**src/rtl/dmem_pkg.sv**
```systemverilog
// dmem_pkg: shared widths, port identifiers and byte-lane merge helper for the data-memory arbiter.
// Revision: 1.0
`default_nettype none

package dmem_pkg;

  localparam int WORD_AW = 8;
  localparam int BYTE_AW = 10;
  localparam int DATA_W  = 32;

  typedef enum logic {
    PORT_CORE = 1'b0,
    PORT_DBG  = 1'b1
  } port_e;

  // Lanes with their enable set take the new byte; the rest keep the old byte.
  function automatic logic [DATA_W-1:0] be_merge(
    input logic [3:0]        be,
    input logic [DATA_W-1:0] new_word,
    input logic [DATA_W-1:0] old_word
  );
    logic [DATA_W-1:0] merged;
    merged = old_word;
    for (int i = 0; i < 4; i++) begin
      if (be[i]) merged[8*i +: 8] = new_word[8*i +: 8];
    end
    return merged;
  endfunction

endpackage

`default_nettype wire

```
**src/rtl/dmem_grant_sel.sv**
```systemverilog
// dmem_grant_sel: combinational winner selection, fixed priority with starvation guard or round-robin.
// Revision: 1.0
`default_nettype none

module dmem_grant_sel
  import dmem_pkg::*;
#(
  parameter int PRIO_CORE    = 1,
  parameter int STARVE_LIMIT = 4
) (
  input  logic [1:0] req_i,
  input  logic [3:0] starve_cnt_i,
  input  port_e      last_gnt_i,
  output logic [1:0] gnt_o
);

  localparam logic [3:0] STARVE_MAX = 4'(STARVE_LIMIT);

  // Each arbitration mode ignores one of the state inputs.
  logic unused_state;
  assign unused_state = ^{starve_cnt_i, last_gnt_i};

  if (PRIO_CORE != 0) begin : g_prio
    always_comb begin
      gnt_o = 2'b00;
      if (req_i[1] && (!req_i[0] || starve_cnt_i == STARVE_MAX)) begin
        gnt_o = 2'b10;
      end else if (req_i[0]) begin
        gnt_o = 2'b01;
      end
    end
  end else begin : g_rr
    always_comb begin
      gnt_o = 2'b00;
      case (req_i)
        2'b01:   gnt_o = 2'b01;
        2'b10:   gnt_o = 2'b10;
        2'b11:   gnt_o = (last_gnt_i == PORT_DBG) ? 2'b01 : 2'b10;
        default: gnt_o = 2'b00;
      endcase
    end
  end

endmodule

`default_nettype wire

```
**src/rtl/dmem_arbiter.sv**
```systemverilog
// dmem_arbiter: shares one data-memory port between core and debug requesters, with byte-lane merging.
// Revision: 1.0
`default_nettype none

module dmem_arbiter
  import dmem_pkg::*;
#(
  parameter int PRIO_CORE    = 1,
  parameter int STARVE_LIMIT = 4
) (
  input  logic                     clk,
  input  logic                     rst,
  input  logic [1:0]               m_req,
  input  logic [1:0]               m_we,
  input  logic [1:0][BYTE_AW-1:0]  m_addr,
  input  logic [1:0][3:0]          m_be,
  input  logic [1:0][DATA_W-1:0]   m_wdata,
  output logic [1:0]               m_gnt,
  output logic [1:0]               m_rvalid,
  output logic [DATA_W-1:0]        m_rdata,
  output logic                     mem_wr_en,
  output logic                     mem_rd_en,
  output logic [WORD_AW-1:0]       mem_addr,
  output logic [DATA_W-1:0]        mem_w_data,
  input  logic [DATA_W-1:0]        mem_r_data
);

  localparam logic [3:0] STARVE_MAX = 4'(STARVE_LIMIT);

  logic [3:0]        starve_cnt_q, starve_cnt_d;
  port_e             last_gnt_q, last_gnt_d;
  logic [1:0]        rvalid_q, rvalid_d;
  logic [DATA_W-1:0] rdata_q, rdata_d;
  logic [1:0]        sel_gnt;
  logic              win;

  logic unused_addr_lsbs;
  assign unused_addr_lsbs = ^{m_addr[0][1:0], m_addr[1][1:0]};

  dmem_grant_sel #(
    .PRIO_CORE    (PRIO_CORE),
    .STARVE_LIMIT (STARVE_LIMIT)
  ) u_grant_sel (
    .req_i        (m_req),
    .starve_cnt_i (starve_cnt_q),
    .last_gnt_i   (last_gnt_q),
    .gnt_o        (sel_gnt)
  );

  // Masking the grant in reset keeps every memory strobe low while rst is high.
  assign m_gnt = rst ? 2'b00 : sel_gnt;

  always_comb begin
    mem_wr_en    = 1'b0;
    mem_rd_en    = 1'b0;
    mem_addr     = '0;
    mem_w_data   = '0;
    rvalid_d     = 2'b00;
    rdata_d      = rdata_q;
    last_gnt_d   = last_gnt_q;
    starve_cnt_d = starve_cnt_q;
    win          = m_gnt[1];

    if (m_gnt != 2'b00) begin
      last_gnt_d = win ? PORT_DBG : PORT_CORE;
      mem_addr   = m_addr[win][BYTE_AW-1:2];
      if (!m_we[win]) begin
        mem_rd_en = 1'b1;
        rvalid_d  = m_gnt;
        rdata_d   = mem_r_data;
      end else if (m_be[win] == 4'hF) begin
        mem_wr_en  = 1'b1;
        mem_w_data = m_wdata[win];
      end else if (m_be[win] != 4'h0) begin
        // Partial store: read-modify-write through the combinational read port.
        mem_rd_en  = 1'b1;
        mem_wr_en  = 1'b1;
        mem_w_data = be_merge(m_be[win], m_wdata[win], mem_r_data);
      end
    end

    if (!m_req[1] || m_gnt[1]) begin
      starve_cnt_d = 4'd0;
    end else if (starve_cnt_q < STARVE_MAX) begin
      starve_cnt_d = starve_cnt_q + 4'd1;
    end
  end

  always_ff @(posedge clk or posedge rst) begin
    if (rst) begin
      starve_cnt_q <= 4'd0;
      last_gnt_q   <= PORT_DBG;
      rvalid_q     <= 2'b00;
      rdata_q      <= '0;
    end else begin
      starve_cnt_q <= starve_cnt_d;
      last_gnt_q   <= last_gnt_d;
      rvalid_q     <= rvalid_d;
      rdata_q      <= rdata_d;
    end
  end

  assign m_rvalid = rvalid_q;
  assign m_rdata  = rdata_q;

endmodule

`default_nettype wire

```
**config.mk**
```make
export PLATFORM = sky130hd
export DESIGN_NAME = dmem_arbiter
export DESIGN_NICKNAME = d
export VERILOG_FILES = /design/src/rtl/dmem_pkg.sv /design/src/rtl/dmem_grant_sel.sv /design/src/rtl/dmem_arbiter.sv
export SDC_FILE = /design/constraint.sdc
export NUM_CORES = 1
export LEC_CHECK = 0
export CORE_MARGIN = 2
export CORE_UTILIZATION = 35
export CTS_CLUSTER_SIZE = 16
export DETAILED_ROUTE_END_ITERATION = 8
export PLACE_DENSITY = 0.83
export SYNTH_ARGS = -nofsm -noshare
export SYNTH_HDL_FRONTEND = slang
export SYNTH_SLANG_ARGS = --single-unit
```
**constraint.sdc**
```tcl
create_clock -name clk -period 3.25 [get_ports clk]
set_clock_uncertainty 0.1 [all_clocks]
set_input_delay 0.4875 -clock clk [delete_from_list [all_inputs] [get_ports clk]]
set_output_delay 0.4875 -clock clk [all_outputs]
set_load 0.03 [all_outputs]
```
Word-level counts from Yosys, hierarchy flattened

Index checks and enable logic that the tools add are counted.

ROM bits: 0
Word-level logic and storage cells: 49
Flip-flop bits (word level): 38
RAM bits: 0
Bits in latches: 0
Memories: 0
Output and inout bits: 78
Input bits: 130

$lt $le $gt $ge: 2
Add/subtract/negate cells: 1
Bitwise logic cells: 1
Reduce and logical (&&, ||, !) cells: 9
Multipliers: 0
Multiplexer cells: 31
Divide/modulo/power cells: 0
Equal/unequal tests: 2
Shift-type cells: 0

Operators with widths:

| cell                  | number |
|---|---|
| $mux W32              | 6 |
| $mux W8               | 5 |
| $mux W10              | 2 |
| $mux W4               | 4 |
| $mux W1               | 10 |
| $mux W2               | 4 |
| $add A4 B1 Y4 const B | 1 |
| $eq A4 B3 Y1 const B  | 1 |
| $eq A4 B4 Y1 const B  | 1 |
| $lt A4 B3 Y1 const B  | 1 |
| $reduce_bool A2 Y1    | 2 |
| $reduce_bool A4 Y1    | 1 |
| $logic_not A1 Y1      | 2 |
| $logic_or A1 B1 Y1    | 2 |
| $lt A1 B2 Y1 const B  | 1 |
| $reduce_and A2 Y1     | 1 |
| $logic_and A1 B1 Y1   | 1 |
| $not A1 Y1            | 1 |

Longest topological paths before layout

Gate-level depths: netlist of run 1.

Word-level depth: 12
Gate-level depth with buffers: 11
Mapped depth without buffers: 8

By module

A second synthesis of run 1 with hierarchy kept.

Cells, all modules: 285
Area total of the unflattened synthesis: 2821.5 um^2

Modules (own cells, without submodules):

| module         | sequential area each (um^2) | area each (um^2) | times used | cells each |
|---|---|---|---|---|
| dmem_arbiter   | 977.2                       | 2795.2           | 1          | 281 |
| dmem_grant_sel | 0.0                         | 26.3             | 1          | 4 |

Worst setup path before layout of run 1

Ideal clock, no wire load.

Path kind: input -> output
Start point: input rst
End point: output mem_w_data[16]
Slack: -128 ps
Buffers on the path: 1
Data arrival time: 2790 ps
Cell stages on the path: 7
Required time: 2662 ps
Path through: inv_1 -> and3_1 -> a221oi_1 -> buf_2 -> nand3_1 -> nand3_1 -> a21oi_1

Word-level cells in the longest chain between the ends: 8
Elaborated cells between the ends (all ways): 15
Classes of those cells: eq/ne: 1; mux: 12; reduce/logical: 2

Ends and longest elaborated chain:

| element                                                                | RTL line                           | text |
|---|---|---|
| start, declared                                                        | dmem_arbiter.sv:12                 | `input logic rst,` |
| $mux W2 (*)                                                            | dmem_arbiter.sv:51                 | `assign m_gnt = rst ? 2'b00 : sel_gnt;` |
| $mux W4 (not written as such) or $mux W32 (tied branches) (2 in a row) | n/a                                |  |
| $reduce_bool A4 Y1 or $mux W8 (tied branches)                          | dmem_arbiter.sv:74, dmem_pkg.sv:25 |  |
| $mux W32                                                               | dmem_arbiter.sv:74                 | `end else if (m_be[win] != 4'h0) begin` |
| $mux W32                                                               | dmem_arbiter.sv:71                 | `end else if (m_be[win] == 4'hF) begin` |
| $mux W32                                                               | dmem_arbiter.sv:67                 | `if (!m_we[win]) begin` |
| $mux W32 (*)                                                           | dmem_arbiter.sv:64                 | `if (m_gnt != 2'b00) begin` |
| end, declared                                                          | dmem_arbiter.sv:24                 | `output logic [DATA_W-1:0] mem_w_data,` |

Every way passes the cells marked *; elsewhere a longest branch is shown, timed or not. The select of a mux whose other input is x is not followed.

Worst setup path after layout of run 1

Start point: register starve_cnt_q[0]
End point: output mem_rd_en

Word-level cells in the longest chain between the ends: 12
Elaborated cells between the ends (all ways): 16
Classes of those cells: eq/ne: 2; mux: 10; reduce/logical: 4

Ends and longest elaborated chain:

| element                                    | RTL line                               | text |
|---|---|---|
| start, declared                            | dmem_arbiter.sv:30                     | `logic [3:0] starve_cnt_q, starve_cnt_d;` |
| start signal, assigned                     | dmem_arbiter.sv:96                     | `starve_cnt_q <= starve_cnt_d;` |
| $eq A4 B3 Y1 (*)                           | dmem_grant_sel.sv:26                   | `if (req_i[1] && (!req_i[0] \|\| starve_cnt_i == STARVE_MAX)) begin` |
| $logic_or A1 B1 Y1 (*)                     | dmem_grant_sel.sv:26                   |  |
| $logic_and A1 B1 Y1 (*)                    | dmem_grant_sel.sv:26                   |  |
| $mux W2 (*)                                | dmem_grant_sel.sv:26                   |  |
| $mux W2 (*)                                | dmem_arbiter.sv:51                     |  |
| $mux W4 (not written as such) (2 in a row) | dmem_arbiter.sv:71, dmem_arbiter.sv:74 |  |
| $reduce_bool A4 Y1                         | dmem_arbiter.sv:74                     |  |
| $mux W1                                    | dmem_arbiter.sv:74                     |  |
| $mux W1                                    | dmem_arbiter.sv:71                     |  |
| $mux W1                                    | dmem_arbiter.sv:67                     |  |
| $mux W1 (*)                                | dmem_arbiter.sv:64                     |  |
| end, declared                              | dmem_arbiter.sv:22                     | `output logic mem_rd_en,` |

Marked as above.

==> metrics.md, run 1 <==
| Metric | Value |
|---|---|
| Status | complete, no violations |
| Max Root-Sink Buffers | 2 |
| Critical Path End Type | output pin |
| Post-synth EDFFs | 0 |
| Most used DFF post-synth | dfrtp_1 |
| Crit-path max FO | 8 |
| Remaining DRCs | 0 |
| Max cap viols | 0 |
| Leakage | 2.324 nW |
| N_diodes | 0 |
| Synth async-reset ratio | 100.0% |
| Initial drt markers | 85 |
| Mapped Area | 2831 um2 |
| Number of antenna violations at the first check in global routing | 0 |
| H-Tree Depth | 2 |
| Clock Sinks | 38 |
| Crit path kind | flip-flop to output pin |
| Synth unique cells | 35 |
| Die area | 8826 um2 |
| Capturing point of the worst reg2reg path | m_rdata[14] |
| Area Overhead vs Synth | 88.33% |
| Critical R2R Launch | starve_cnt_q[0] |
| Worst slew margin | 67.05% |
| Clk slew on worst S/H paths | approximately 0.080 ns |
| Mapped Cells | ~310 |
| Worst-margin pin slew | 0.4943 ns |
| Per-cell routed wire length | roughly 16 um |
| Max VDD drop | ~0.19 mV |
| Clk root buf | clkbuf_8 |
| Cells after DPL | 618 |
| IO Pins | between 200 and 250 |
| CTS buffer count | 5 |
| Crit path launch type | flip-flop |
| Total core area | 7767 um2 |
| Final min period | between 3 and 4 ns |
| Critical Path AT | 2.49 ns |
| GR Util All Layers | between 20% and 30% |
| Slew Limit Fails | 0 |
| Final Non-Filler Cells | 626 |
| GRT Residual Overflow | 0 |
| Number of global-route vias before repair | 3,215 |
| Fmax | 0.3246 GHz |
| FF-to-FF path depth | 9 |
| Final hold vios | 0 |
| Synth Warn # | 0 |
| Worst Path Required | approximately 2.7 ns |
| Initial Utilization | a little over a third |
| Global-route wire length before repair | 15.68 mm |
| Horiz. Die Dim | 93.95 um |
| Clock Latency Late Sink | 0.28 ns |
| Final Setup Violations | 0 |
| R2r setup slk | about 0.80 ns |
| Largest net degree at the start of global routing | 39 |
| Die height | 93.95 um |
| Final GP Congestion | 0.8075 |
| I/O Buffers | 203 |
| Layout cell share with drive strength beyond 1 | about 28% |
| Syn avg cell area | approximately 9.0 um2 |
| PwrDens | 383.4 nW/um2 |
| Seq/Total Area, Yosys | between 30 and 40% |
| Pre-Repair DR Iteration Count | 4 |
| Syn Nets | 445 |
| Final net count | between 600 and 700 |
| Yosys reg bits | 38 |
| FP Rows | 32 |
| Vias per cell | 5.067 |
| Via count | ~3,200 |
| DRT antenna net count | 0 |
| RSZ-0062 raised after global routing | no |
| DRT Wirelength | 10.18 mm |
| Path category of the worst min-delay check | input pin to asynchronous set/reset pin |
| HPWL after DPL | 7.895 mm |
| CTS Hold Bufs | 0 |
| Period utilisation layout | a little over nine tenths |
| Fin Setup TNS | 0 ns |
| TritonCTS clock tree | yes |
worst max-delay path by stage:
stage / depth (start not counted) / endpoint / start / slack, ns
global placement: 10 / mem_w_data[4] / m_req[1] / -0.03
finish: 10 / mem_rd_en / starve_cnt_q[0] / 0.17
floorplan: 6 / mem_w_data[16] / rst / -0.04
detailed placement: 10 / mem_w_data[0] / m_req[1] / -0.07
global route: 10 / mem_rd_en / starve_cnt_q[0] / 0.01
CTS: 10 / mem_w_data[6] / m_req[0] / 0.003
per-stage QoR:
stage / hold WS, ns / util (%) / total power, mW / setup slack, ns / area (um2)
after floorplan: 0.3593 / - / 1.166 / -0.04322 / 2952
after global placement: 0.3915 / 66.33 / 1.630 / -0.03017 / 5152
after detailed placement: 0.3906 / 66.33 / 1.647 / -0.06969 / 5152
after CTS: 0.4143 / 67.93 / 2.056 / 0.003130 / 5276
after global routing: 0.4275 / 68.65 / 2.146 / 0.01059 / 5333
final: 0.4013 / 68.65 / 2.044 / 0.1691 / 5333
cell families (layout without fill, tap and decap cells):
group,after synthesis,after routing,synth area share (%)
mux,37,37,18.78
buf+inv,30,241,6.717
xor+xnor,1,1,0.3094
simple gates,122,122,19.53
flops,38,38,33.58
fa+ha+maj,2,2,0.8836
compound gates,83,83,20.19
sequential cells by signal, summed over array words and instances, names as in the netlist:
signal and count:
m_rdata 32, starve_cnt_q 4, m_rvalid 2
critical path: stages, from the launching register on:
cell      delay (ns)
dfrtp_1         0.39
inv_1           0.06
ha_1            0.25
a31oi_4         0.20
buf_4           0.19
a221oi_4        0.09
buf_12          0.15
or4_1           0.51
a21oi_1         0.14
nor2_1          0.05
buf_4           0.16
cell usage after synthesis, types with 2 or more instances:
cell type  instances  area share, %
nor2_1             6           0.80
mux2_4            30             16
and2b_1            3           0.80
nor2b_1            3           0.66
nand3_1           35            6.2
a221oi_1           2           0.62
inv_2              2           0.27
buf_2              9            1.6
clkbuf_1          10            1.3
mux2_2             6            2.4
inv_1              3           0.40
dfrtp_1           38             34
o21ai_0            2           0.35
a21oi_1           35            6.2
nand2_1           66            8.7
buf_6              2           0.80
buf_12             3            2.1
a221oi_2           2            1.1
ha_1               2           0.88
a21o_1            32            8.5
a22o_1             8            2.5
where the power goes:
| part | total (mW) | switching (mW) | internal [mW] | leakage, nW |
|---|---|---|---|---|
| combinational | 1.04 | 0.502 | 0.540 | 1.81 |
| sequential | 0.609 | 0.0515 | 0.558 | 0.458 |
| clock | 0.393 | 0.164 | 0.230 | 0.0524 |
| total | 2.04 | 0.717 | 1.33 | 2.32 |
placed cells by master (no fill, tap or decap), types with 2 or more instances in the layout:
master / netlist / final
inv_2: 2 / 2
buf_6: 2 / 2
nor2_1: 6 / 6
ha_1: 2 / 2
a22o_1: 8 / 8
mux2_4: 30 / 30
buf_12: 3 / 8
dfrtp_1: 38 / 38
clkbuf_8: 0 / 5
nand3_1: 35 / 35
a221oi_4: 0 / 3
a21oi_2: 0 / 31
a21oi_1: 35 / 4
clkdlybuf4s50_1: 0 / 165
dlymetal6s2s_1: 0 / 3
a21o_1: 32 / 32
nor2b_1: 3 / 3
buf_4: 0 / 49
o21ai_0: 2 / 2
nand2_1: 66 / 66
and2b_1: 3 / 2
mux2_2: 6 / 6
clkbuf_1: 10 / 2
inv_1: 3 / 2
area by class of cell:
| type | instances | area [um2] |
|---|---|---|
| timing repair buffer | 227 | 2240 |
| sequential | 38 | 950.9 |
| inverter | 6 | 28.78 |
| clock buffer | 7 | 76.32 |
| tap | 102 | 127.6 |
| multi-input combinational | 245 | 1879 |
| fill | 629 | 2435 |
| clock inverter | 1 | 30.03 |
layer usage:
metal	vias to the layer above	wire length [um]	GRT usage, %
met5	-	0	0
met4	0	71	4.952
met3	8	752	4.896
met2	134	5330	41.25
met1	1510	4024	26.93
li1	1520	-	-
repair_timing:
item,in CTS,in global routing
gates cloned,0,0
setup buffers,0,0
pin swaps,0,0
endpoints found under the setup margin,32,33
resized for setup,3,10
No activity file was read; power rests on OpenSTA's default activity.
==> run 2: changes to the inputs <==
--- a/config.mk
+++ b/config.mk
@@ -9,6 +9,7 @@
 export CORE_UTILIZATION = 35
 export CTS_CLUSTER_SIZE = 16
 export DETAILED_ROUTE_END_ITERATION = 8
+export GPL_TIMING_DRIVEN = 0
 export PLACE_DENSITY = 0.83
 export SYNTH_ARGS = -nofsm -noshare
 export SYNTH_HDL_FRONTEND = slang
==> run 2 against run 1 <==
Routed wire length increased by 8.0%. Combinational power about the same. Register-to-register slack got worse by 0.10 ns. Die area unchanged. Setup slack got worse by 0.030 ns. Clock power decreased by 23%. First-iteration DRC count decreased by 16%. Sequential share of layout area decreased by 0.18 points. Global-route usage increased by 2.2 points. Sequential power about the same. Sequential cell count unchanged. Largest cell class unchanged.
==> metrics.md, run 2 (synthesis gave the netlist of run 1 again) <==
| Metric | Value |
|---|---|
| Status | complete, no violations |
| Remaining DRCs | 0 |
| Max VDD drop | 0.1985 mV |
| Fin Setup TNS | 0 ns |
| CTS buffer count | 5 |
| Commonest non-fill, non-tap cell in the layout | clkdlybuf4s50_1 |
| N_diodes | 0 |
| PwrDens | between 300 and 400 nW/um2 |
| Total core area | 7767 um2 |
| Leakage | 2.395 nW |
| Via count | 3,233 |
| Largest net degree at the start of global routing | 21 |
| Clk slew on worst S/H paths | roughly 0.07 ns |
| Crit path launch type | flip-flop |
| Worst slew margin | 33.41% |
| FP Rows | 32 |
| Global-route wire length before repair | 17.08 mm |
| Horiz. Die Dim | roughly 94 um |
| Final worst-path setup slack | around 0.14 ns |
| Final hold vios | 0 |
| Vias per cell | 5.059 |
| Path category of the worst min-delay check | input pin to asynchronous set/reset pin |
| Final min period | 3.111 ns |
| Die area | 8826 um2 |
| Initial drt markers | 71 |
| HPWL after DPL | about 8 mm |
| DRT antenna net count | 0 |
| Clk root buf | clkbuf_8 |
| Design area | around 5400 um2 |
| IO Pins | between 200 and 250 |
| DRT Wirelength | between 10 and 15 mm |
| Slew Limit Fails | 0 |
| Worst Path Required | 2.66 ns |
| GR Util All Layers | 24.78% |
| Most frequent cells in the layout | clkdlybuf4s50_1, nand2_1, dfrtp_1 |
| GRT Residual Overflow | 0 |
| Number of antenna violations at the first check in global routing | 0 |
| Crit path kind | flip-flop to output pin |
| Fmax | approximately 0.32 GHz |
| Max cap viols | 0 |
| Initial Utilization | 36.45% |
| Final core utilization | 69.36% |
| Worst-margin pin slew | approximately 0.99 ns |
| Clock Sinks | 38 |
| Final GP Congestion | 0.7902 |
| Clock Latency Late Sink | 0.28 ns |
| Largest register FFs | 32 |
| Area Overhead vs Synth | 90.28% |
| RSZ-0062 raised after global routing | no |
| Period utilisation layout | 95.72% |
| # fillers | 656 |
| Crit-path max FO | 10 |
| Per-cell routed wire length | around 17 um |
| TritonCTS clock tree | yes |
| Critical Path AT | about 2.5 ns |
| Pre-Repair DR Iteration Count | 4 |
| Final net count | roughly 670 |
| I/O Buffers | roughly 200 |
| H-Tree Depth | 2 |
| Critical Path End Type | output pin |
| Layout cell share with drive strength beyond 1 | 30.73% |
| Die height | 93.95 um |
| Final Setup Violations | 0 |
| Number of global-route vias before repair | ~3,300 |
| Pre-CTS setup slack | -1.900 ns |
| Placed inst area | 5111 um2 |
| Max Root-Sink Buffers | 2 |
==> run 2: routing by layer <==
| metal | routed length, um | global-route usage, % |
|---|---|---|
| met3 | 725 | 4.735 |
| met5 | 0 | 0 |
| met1 | 4591 | 30.52 |
| met2 | 5561 | 45.00 |
| met4 | 113 | 4.831 |
==> run 2: cell type report <==
cell class	count	area, um2	share of cell area, %
plain buffers	23	231.5	4.296
repair inverters	2	10.01	0.1858
inverters	6	28.78	0.5341
flip-flops and latches	38	950.9	17.65
multi-input cells	245	1947	36.14
well taps	102	127.6	2.369
repair buffers	216	2016	37.41
clock buffers	7	76.32	1.417
==> run 2: timing repair <==
action                     CTS  global route
setup endpoints to repair   44            37
buffers inserted            13             0
resized for setup          230            22
hold buffers                 0             0
gates cloned                 2             0
==> run 2: path summary, 6_finish.rpt <==
check / from / cells past startpoint / slack, ns / end
setup reg to reg: starve_cnt_q[0] / 11 / 0.70 / m_rdata[8]
min in group clk: m_rdata[14] / 1 / 0.41 / m_rdata[14]
max in group asynchronous: rst / 2 / 2.13 / m_rdata[15]
hold reg to reg: m_rdata[14] / 1 / 0.41 / m_rdata[14]
hold / removal: rst / 3 / 0.27 / starve_cnt_q[3]
setup / recovery: starve_cnt_q[0] / 11 / 0.14 / mem_w_data[11]
==> run 2: power breakdown <==
part	internal (mW)	switching (mW)	total [mW]
registers	0.558	0.0523	0.611
clock network	0.148	0.155	0.303
logic	0.541	0.521	1.06
==> run 2: worst max-delay path, stage by stage (launching register included) <==
cell	delay (ns)
dfrtp_1	0.41
inv_1	0.07
ha_2	0.24
a31oi_4	0.10
nand2b_1	0.18
buf_6	0.15
inv_4	0.10
mux2i_2	0.28
or2_4	0.23
buf_4	0.24
a21oi_2	0.04
clkbuf_4	0.18
==> run 2: per-stage QoR <==
stage | instances | power [mW] | hold WS, ns
6_report | 639 | 1.975 | 0.2699
5_1_grt | 639 | 2.077 | 0.2838
4_1_cts | 639 | 1.983 | 0.4162
3_5_place_dp | 618 | 1.626 | 0.3928
3_3_place_gp | 618 | 1.612 | 0.3911
2_1_floorplan | 313 | 1.166 | 0.3593
